==> src/rtl/mem_arb_pkg.sv <==
// Shared types for the I/D memory port arbiter: FSM state encoding and owner codes.
package mem_arb_pkg;

  typedef enum logic [1:0] {
    ST_IDLE = 2'd0,
    ST_REQ  = 2'd1,
    ST_RESP = 2'd2
  } state_t;

  typedef enum logic {
    OWN_I = 1'b0,
    OWN_D = 1'b1
  } owner_t;

endpackage

==> src/rtl/rr_arb2.sv <==
// Two-input round-robin picker: a lone requester wins outright; on a tie the
// port that did not win last time is chosen. Purely combinational.
module rr_arb2
  import mem_arb_pkg::*;
(
  input  logic [1:0] i_req,
  input  owner_t     i_last,
  output logic [1:0] o_gnt
);

  always_comb begin
    o_gnt = i_req;
    if (i_req == 2'b11) begin
      o_gnt = (i_last == OWN_I) ? 2'b10 : 2'b01;
    end
  end

endmodule

==> src/rtl/mem_port_arbiter.sv <==
// Shares one memory port between the fetch (I) and load/store (D) requesters:
// round-robin grant, one outstanding transaction, response demux and timeout.
module mem_port_arbiter
  import mem_arb_pkg::*;
#(
  parameter int ADDR_W  = 64,
  parameter int DATA_W  = 64,
  parameter int TIMEOUT = 16
) (
  input  logic                clk,
  input  logic                rst,
  input  logic                i_req,
  input  logic [ADDR_W-1:0]   i_addr,
  output logic                i_gnt,
  output logic                i_rvalid,
  output logic [DATA_W-1:0]   i_rdata,
  output logic                i_err,
  input  logic                d_req,
  input  logic                d_we,
  input  logic [ADDR_W-1:0]   d_addr,
  input  logic [DATA_W-1:0]   d_wdata,
  input  logic [DATA_W/8-1:0] d_be,
  output logic                d_gnt,
  output logic                d_rvalid,
  output logic [DATA_W-1:0]   d_rdata,
  output logic                d_err,
  output logic                m_req,
  output logic                m_we,
  output logic [ADDR_W-1:0]   m_addr,
  output logic [DATA_W-1:0]   m_wdata,
  output logic [DATA_W/8-1:0] m_be,
  input  logic                m_gnt,
  input  logic                m_rvalid,
  input  logic [DATA_W-1:0]   m_rdata
);

  localparam int BE_W  = DATA_W / 8;
  localparam int CNT_W = $clog2(TIMEOUT);
  localparam logic [CNT_W-1:0] CNT_LAST = CNT_W'(TIMEOUT - 1);

  state_t              r_state;
  state_t              w_state_next;
  owner_t              r_owner;
  owner_t              r_last_owner;
  owner_t              w_winner;
  logic [CNT_W-1:0]    r_count;
  logic                r_m_req;
  logic                r_m_we;
  logic [ADDR_W-1:0]   r_m_addr;
  logic [DATA_W-1:0]   r_m_wdata;
  logic [BE_W-1:0]     r_m_be;
  logic [1:0]          w_arb_gnt;
  logic [1:0]          w_grant;
  logic                w_resp_valid;
  logic                w_resp_err;
  logic [DATA_W-1:0]   w_resp_data;

  rr_arb2 u_rr_arb2 (
    .i_req  ({d_req, i_req}),
    .i_last (r_last_owner),
    .o_gnt  (w_arb_gnt)
  );

  // Grants only leave the block while idle and out of reset.
  assign w_grant  = (r_state == ST_IDLE && rst) ? w_arb_gnt : 2'b00;
  assign w_winner = w_grant[1] ? OWN_D : OWN_I;
  assign i_gnt    = w_grant[0];
  assign d_gnt    = w_grant[1];

  always_comb begin
    w_state_next = r_state;
    w_resp_valid = 1'b0;
    w_resp_err   = 1'b0;
    w_resp_data  = '0;
    case (r_state)
      ST_IDLE: begin
        if (|w_grant) w_state_next = ST_REQ;
      end
      ST_REQ: begin
        if (m_gnt) begin
          if (m_rvalid) begin
            w_state_next = ST_IDLE;
            w_resp_valid = 1'b1;
            w_resp_data  = m_rdata;
          end else begin
            w_state_next = ST_RESP;
          end
        end
      end
      ST_RESP: begin
        if (m_rvalid) begin
          w_state_next = ST_IDLE;
          w_resp_valid = 1'b1;
          w_resp_data  = m_rdata;
        end else if (r_count == CNT_LAST) begin
          w_state_next = ST_IDLE;
          w_resp_valid = 1'b1;
          w_resp_err   = 1'b1;
        end
      end
      default: w_state_next = ST_IDLE;
    endcase
  end

  assign i_rvalid = w_resp_valid && (r_owner == OWN_I);
  assign i_err    = w_resp_err && (r_owner == OWN_I);
  assign i_rdata  = i_rvalid ? w_resp_data : '0;
  assign d_rvalid = w_resp_valid && (r_owner == OWN_D);
  assign d_err    = w_resp_err && (r_owner == OWN_D);
  assign d_rdata  = d_rvalid ? w_resp_data : '0;

  always_ff @(posedge clk or negedge rst) begin
    if (!rst) begin
      r_state      <= ST_IDLE;
      r_owner      <= OWN_D;
      r_last_owner <= OWN_D;
      r_count      <= '0;
      r_m_req      <= 1'b0;
      r_m_we       <= 1'b0;
      r_m_addr     <= '0;
      r_m_wdata    <= '0;
      r_m_be       <= '0;
    end else begin
      r_state <= w_state_next;
      case (r_state)
        ST_IDLE: begin
          if (|w_grant) begin
            r_owner      <= w_winner;
            r_last_owner <= w_winner;
            r_m_req      <= 1'b1;
            if (w_grant[1]) begin
              r_m_we    <= d_we;
              r_m_addr  <= d_addr;
              r_m_wdata <= d_wdata;
              r_m_be    <= d_be;
            end else begin
              r_m_we    <= 1'b0;
              r_m_addr  <= i_addr;
              r_m_wdata <= '0;
              r_m_be    <= '1;
            end
          end
        end
        ST_REQ: begin
          if (m_gnt) begin
            r_m_req <= 1'b0;
            r_count <= '0;
          end
        end
        ST_RESP: begin
          if (r_count != CNT_LAST) r_count <= r_count + CNT_W'(1);
        end
        default: ;
      endcase
    end
  end

  assign m_req   = r_m_req;
  assign m_we    = r_m_we;
  assign m_addr  = r_m_addr;
  assign m_wdata = r_m_wdata;
  assign m_be    = r_m_be;

endmodule

==> config.mk <==
export PLATFORM = sky130hd
export DESIGN_NAME = mem_port_arbiter
export DESIGN_NICKNAME = d
export VERILOG_FILES = /design/src/rtl/mem_arb_pkg.sv /design/src/rtl/rr_arb2.sv /design/src/rtl/mem_port_arbiter.sv
export SDC_FILE = /design/constraint.sdc
export NUM_CORES = 1
export LEC_CHECK = 0
export ABC_AREA = 1
export CORE_AREA = 2 2 210 212
export CTS_CLUSTER_DIAMETER = 100
export DETAILED_ROUTE_END_ITERATION = 12
export DIE_AREA = 0 0 212 214
export SLEW_MARGIN = 20
export SYNTH_ARGS = -nofsm -noshare
export SYNTH_HDL_FRONTEND = slang
export SYNTH_SLANG_ARGS = --single-unit
==> constraint.sdc <==
create_clock -name clk -period 2.3 [get_ports clk]
set_input_delay 0.23 -clock clk [delete_from_list [all_inputs] [get_ports clk]]
set_output_delay 0.23 -clock clk [all_outputs]
set_load 0.02 [all_outputs]
After elaboration in Yosys (flattened, before gate mapping) --
Index checks and enable logic that the tools add are counted.
Word-level totals: input port bits 271, output and inout port bits 272, logic and storage cells 64, register bits 145
Cells by class: bitwise gates (word level) 1, reductions and logical operators 13, add/sub/neg operators 1, multiplexer cells 32, equality and inequality tests 9
Operators by type and width (count):
- 64-bit 2-to-1 mux | 6
- 64-bit one-hot mux with 2 select lines | 1
- 2-bit 2-to-1 mux | 8
- 1-bit 2-to-1 mux | 10
- 3-bit AND reduction | 3
- 4-bit 2-to-1 mux | 2
- 8-bit 2-to-1 mux | 1
- 4-bit one-hot mux with 2 select lines | 1
- 2-bit one-hot mux with 3 select lines | 1
- 1-bit logical AND | 5
- 4-bit by 1-bit adder with 4-bit output, second input constant | 1
- 2-bit == test, second input constant | 2
- 4-bit == test, second input constant | 1
- 2-bit inequality test, second input constant | 2
- 4-bit inequality test, second input constant | 1
- 1-bit one-hot mux with 2 select lines | 2
- 2-bit nonzero test | 2
- 3-bit inequality test, second input constant | 1
- 2-bit by 1-bit == test with 1-bit output, second input constant | 1
- 2-bit logical NOT | 1
- 2-bit by 1-bit inequality test with 1-bit output, second input constant | 1
- 2-bit AND reduction | 1
- 2-bit OR reduction | 1
- 1-bit inverter | 1

Longest topological paths before layout --
word-level depth 6, mapped depth 10, gate-level depth less buffers 9

Cells and area by module --
A second synthesis with hierarchy kept.
Second synthesis, totals: cells, all modules 943, area total of the unflattened synthesis 7143.1 um^2
Modules (own cells, without submodules):
- mem_port_arbiter | area an instance 7121.8 um^2, sequential area each 3629.7 um^2, cells each 938, times used 1
- rr_arb2 | area an instance 21.3 um^2, sequential area each 0.0 um^2, cells each 5, times used 1

Worst setup path after synthesis --
OpenSTA, ideal clock, no wires.
path type flip-flop to output port, start register r_state[0], end output port d_rdata[13], stages on the path, launching flop included 9, slack 0.468 ns, path buffers 2, arrival 1.602 ns, data required time 2.070 ns, path through dfrtp_1 inv_1 ha_1 inv_1 a21oi_1 buf_4 buf_4 nand2_1 nor2_1
On the way: cells in the longest elaborated chain, start to end 4, elaborated cells between the ends (all ways) 6, classes of those cells eq/ne (2); mux (3); reduce/logical (1)
Ends and longest elaborated chain:
- from (decl) | RTL line mem_port_arbiter.sv:41 | state_t r_state;
- from (signal assigned) | RTL line mem_port_arbiter.sv:124 | r_state <= w_state_next;
- 2-bit == test or 2-bit by 1-bit == test with 1-bit output (tied branches) | RTL line mem_port_arbiter.sv:75 | case (r_state)
- 1-bit one-hot mux with 2 select lines | RTL line mem_port_arbiter.sv:75
- 1-bit logical AND | RTL line mem_port_arbiter.sv:108 | assign d_rvalid = w_resp_valid && (r_owner == OWN_D);
- 64-bit 2-to-1 mux * | RTL line mem_port_arbiter.sv:110 | assign d_rdata = d_rvalid ? w_resp_data : '0;
- to (decl) | RTL line mem_port_arbiter.sv:25 | output logic [DATA_W-1:0] d_rdata,
Mark *: on every way between the ends. The rest lies on a longest branch, timed or not.

Worst setup path in the final report --
start register r_state[0], end output port d_rdata[48]
The elaborated chain is that of the path after synthesis.

==> flow_summary.toml <==
[die]
fp.dieH_um = 214
dieArea_um2 = 45370
ios = 543
rows = 76
dieWidth_um = 212
start_util_pct = 17.04
core_um2 = 42890

[worst_setup_path]
critPathCaptureType = "output port"
start_kind = "flop"
max_stage_delay_ns = 0.38
path_buf_inv = 6
path_delay_family = "buffers and inverters"
required_ns = 2.07
path_class = "flop to output port"
cp_data_arrival_time_ns = 2.28
crit_chain = "inv_2, ha_4, nand2_4, a21oi_4, buf_6, buf_12, buf_12, buf_8, nand2_4, nor2_4, buf_6"
slowest_stage = "dfrtp_1"
path_max_fanout = 6

[power]
power.total_mw = 16.35
p_clk_share_pct = 17.4
power.density_nw_per_um2 = 1085
p_switching_mw = 7.054
comb_power_share_pct = 55.4
cell_internal_pwr_mw = 9.296
ir_drop_mv = 0.5065
power_frac_seq_pct = 27.2
p_leak_nw = 7.331
p_sw_share_pct = 43.14

[layout]
syn_to_final_growth_pct = 106.1
nFillCells = 4402
final_nets = 1912
finalNonFillerCells = 2239
register_area_um2 = 3630
utilization_pct = 35.12
multi_input_area_um2 = 3870
drive_above_1_share_pct = 20.86

[global_routing]
antenna_found_initial = 7
grt_pass1_vias = 8895
grt_first_pass_wirelength_um = 52890
grt_use_total_pct = 15.53
grt-ovfl-total = 0
grt_max_degree = 101

[sta]
post-route-period-util_pct = 109.1
finalWorstSetupSlack_ns = -0.2084
drv_slew = 0
setup_viol = 98
skew_ns = 0.01945
fmaxAchievable_ghz = 0.3987
min_period_ns = 2.508
worst_hold_slack_ns = 0.1990
finalHoldViolCount = 0
relSlewSlack_pct = 60.68
rsz0062_at_grt = "yes"
tightest_slew_ns = 0.5898

[logic_synthesis]
synth-xor-area-share_pct = 0.1199
synth_fa_ha_area_share_pct = 0.8562
ys.flop_type = "dfrtp_1"
synth.mux.area_fraction_pct = 0
ys_ff_latch = 145
synth.avg_cell_area_um2 = 6.842
synthCells = 1068
syn_area_um2 = 7307
ys_top_cells_by_count = "nand2_1 (663), dfrtp_1 (144), nor2_1 (136)"
synth_area_leaders = "dfrtp_1 (49%), nand2_1 (34%), nor2_1 (7.0%)"
yosysTopAreaCell = "dfrtp_1"
ys_types = 21
yosys_warnings = 0
synth_top_family_by_area = "simple AND/OR/NAND/NOR gates"
synth_top_area_share_pct = 49.32
ys_seq_area_share_pct = 49.67
syn_nets = 1344
yosysMostFrequentCell = "nand2_1"
synth_compound_area_share_pct = 1.575
synthSimpleGateAreaFrac_pct = 42.11
async_flop_share_pct = 100.0
synth_edf_count = 0

[clock_tree]
cts_buffers = 17
cts.path.max_buffers = 2
root_buffer = "clkbuf_16"
clk_pin_slew_worst_paths_ns = 0.07
cts_tree = "built"
cts.sinks = 145
htree_levels = 4
clkLatencyLatePin_ns = 0.46

[routing]
drc = 0
avgViaCountPerCell = 3.964
drt_pre_antenna_iters = 5
drt-initial-drc-count = 454
wire_per_inst_um = 16.38
drt.antenna.violating_nets = 0
wirelength_um = 36690
num_vias = 8875

[placement]
placed_cells = 2170
buffer_ports.inserted = 542
gp_congestion = 0.9340
hpwlAfterDp_um = 26810

[status]
status = "finished with violations"
violations = "setup timing"

[worst_hold_path]
hp-class = "primary input to asynchronous set/reset pin"

[job]
max-cap-violations = 0
## flip-flops by register name (all words and copies together), names as in the netlist
signal        count
m_addr           64
m_wdata          64
m_be              8
r_count           4
r_state           2
m_req             1
m_we              1
r_last_owner      1
## power by group through the flow
stage | Sequential (mW) | Combinational (mW) | Clock (mW)
after floorplan | 5.89 | 2.50 | 0
after global placement | 4.43 | 8.38 | 0
after detailed placement | 4.48 | 8.42 | 0
after CTS | 4.46 | 8.78 | 2.99
after global routing | 4.59 | 9.75 | 3.11
final | 4.44 | 9.06 | 2.85
## cells by family (layout without fill, tap and decap cells)
group,after synthesis,in the layout
and+or+nand+nor,812,812
adders and majority gates,5,5
buffers and inverters,84,665
AOI/OAI and AO/OA,21,21
xor gates and xnor gates,1,1
DFF,145,145
other,0,5
## worst paths after layout
path / startpoint / to / slack (ns) / cells past startpoint
setup reg to reg: r_state[0] / m_addr[0] / 0.33 / 9
hold / removal: rst / r_state[0] / 0.20 / 2
max in group asynchronous: rst / m_be[0] / 0.80 / 4
hold reg to reg: m_wdata[36] / m_wdata[36] / 0.47 / 2
min in group clk: d_wdata[38] / m_wdata[38] / 0.32 / 3
setup / recovery: r_state[0] / d_rdata[48] / -0.21 / 11
## repair_timing
action | CTS | global route
setup endpoints to repair | 134 | 133
pin swaps | 10 | 20
endpoints found under the hold margin | 101 | 0
gates cloned | 3 | 1
setup buffers | 18 | 13
hold buffers | 1 | 0
gates resized for setup | 594 | 252
## cells in the final DEF, fill, tap and decap left out, drive strengths merged, types with 3 or more instances in the layout
cell           netlist  final
nor2               137    137
nand3               11     11
nand2              663    663
dfrtp              144    144
o21ai                9      9
diode                0      5
buf                 51    199
clkinvlp             0      3
o22ai                8      8
a21oi                4      4
inv                 20     28
clkdlybuf4s50        0    407
clkinv               0      3
ha                   5      5
clkbuf              13     22
## stage by stage
stage | setup WS [ns] | setup TNS, ns | area [µm²]
after detailed placement | -0.2386 | -9.058 | 13630
final | -0.2084 | -10.12 | 15060
after global routing | -0.3004 | -21.95 | 15060
after floorplan | 0.4683 | 0 | 7307
after global placement | -0.2450 | -5.586 | 13630
after CTS | -0.2321 | -13.60 | 14570
## routing by layer
metal	vias up	GRT usage [%]	wire [µm]	part of all wire, %
met1	4090	17.31	14520	40
met4	4	6.995	1090	3.0
met3	48	5.410	3180	8.7
li1	4343	-	-	-
met2	390	26.48	17870	49
met5	-	0	26	0.071
## cell type report
type	count	share of cell area [%]
clock inverters	15	1.088
clock buffers	17	2.824
multi-input cells	839	25.69
repair buffers	613	40.84
diodes	5	0.08306
well taps	585	4.859
inverters	20	0.5150
flip-flops and latches	145	24.10
(Power assumes the default switching activity.)
==> edit (config.mk and constraints unchanged) <==
Set the parameter `DATA_W` to 32 (it was 64).
--- a/src/rtl/mem_port_arbiter.sv
+++ b/src/rtl/mem_port_arbiter.sv
@@ -5,5 +5,5 @@
 #(
   parameter int ADDR_W  = 64,
-  parameter int DATA_W  = 64,
+  parameter int DATA_W  = 32,
   parameter int TIMEOUT = 16
 ) (
Ports: changed (7 resized); port bits go from 543 to 375. The function was not compared with the original's and may differ.
==> edit against the unedited design <==
  * The run ends with negative hold slack left
  * Die area stayed put
  * Global-route usage is 5.8 points lower
  * Total power is 32% lower
  * Count of clock-buffer cells in the layout is 8 lower
  * Final area is 32% lower
  * Hold slack worse by 220 ps
  * Wire length is 37% lower
  * Setup slack better by 270 ps
  * Critical path depth is 1 lower
  * Sequential cell count is 36 lower
  * Area after synthesis is 24% lower
  * Largest power group unchanged
==> edit: results (changes against the unedited design) <==
[layout]
syn_to_final_growth_pct=85.91
nonClockInverterCount=16  ; -20%
finalNetCount=1397  ; -27%
multi_input_gates=643  ; -23%
clock_area_share_pct=2.834  ; -1.1 points
final_layout_size_suffix_gt1_share_pct=12.40  ; -8.5 points
buf_share_pct=37.32  ; -3.5 points
seq_cells=109  ; -25%
sh_seq_area_pct=26.52  ; +2.4 points
nClkBuffers=9  ; -8
n_all_buffers=410  ; -33%
multi_input_area_share_pct=25.61  ; -0.080 points
antenna_cells=0  ; -5

[timing]
finalHoldViolCount=20  ; +20
fin_skew_ps=9.464  ; -9.984 ps
fin_crit_sh_pct=97.48  ; -12 points
whs_ps=-18.20  ; -217.2 ps

[routing]
drt_iter0_drc=247  ; -46%
firstDrtPassIters=7  ; +2
wl_met2_um=11360  ; -36%
wl_met3_um=2280  ; -28%
wl_met1_um=8832  ; -39%
wl_per_cell_um=12.95  ; -21%
num_vias=6372  ; -28%
routed_via_density=3.582  ; -9.6%

[pwr]
power_frac_seq_pct=30.0  ; +2.8 points
p_per_area_nw_per_um2=1075  ; -1.0%
worst_ir_drop_vdd_uv=354.8  ; -30%
p_leak_uw=0.005022  ; -31%
switching_power_uw=4750  ; -33%

[critical_path]
critical_path.max_fanout=7  ; +1
worstReg2RegStart=r_state[1]
arrival_ps=2010  ; -270 ps

[yosys]
synthXorXnorAreaFrac_pct=0.1583  ; +0.038 points
syn_avg_cell_area_um2=6.815  ; -0.39%
synth-compound-area-share_pct=1.696  ; +0.12 points
syn_nets=1020  ; -24%
netlist_top_cells_count=nand2_1, dfrtp_1, nor2_1
synth_cell_types=24  ; +14%
syn_inst=812  ; -24%

[global_route]
grt_use_met2_pct=17.51  ; -9.0 points
grt_max_degree=110  ; +8.9%
grt_util_met1_pct=10.05  ; -7.3 points
grt_use_met3_pct=3.841  ; -1.6 points
grt_pass1_wl_um=33810  ; -36%
grt_antenna_before_repair=1  ; -6
grt_usage_pct=9.709  ; -5.8 points
grt_pass1_vias=6186  ; -30%

[clocking]
clock_latency_ps=380  ; -80 ps
cts_max_level=3  ; -1

[placed_design]
post-place-ws_ps=-156.6  ; +82.02 ps
dpl_cell_area_um2=10110  ; -26%
place.gp.congestion=0.7670  ; -18%
hpwl_um=17100  ; -36%

[status]
violations=negative hold slack
status=finished, violations left

[hold_path]
hold_class=in2async

## edit: cell count changes after synthesis, moves of 3 or more
| cell | before | now |
|---|---|---|
| nand2_1 | 663 | 534 |
| nor2_1 | 136 | 72 |
| dfrtp_1 | 144 | 108 |
| buf_2 | 37 | 15 |
| inv_1 | 18 | 13 |
| o22ai_1 | 8 | 4 |
| clkbuf_1 | 13 | 16 |
## edit: timing repair
action                                  in CTS  in global routing
pin swaps                                    0                  4
cloned                                       0                  2
endpoints found under the hold margin        0                  0
endpoints found under the setup margin      70                 63
resized for setup                          172                110
setup buffers                                0                  4
## edit: worst max-delay path by stage
stage / startpoint / end / depth (start not counted)
after CTS: r_state[1] / i_rdata[4] / 9
after global routing: r_state[1] / i_rdata[4] / 10
after floorplan: r_state[0] / d_rdata[10] / 7
final: r_state[1] / i_rdata[4] / 10
after global placement: m_gnt / i_rdata[4] / 8
after detailed placement: m_gnt / i_rdata[4] / 8
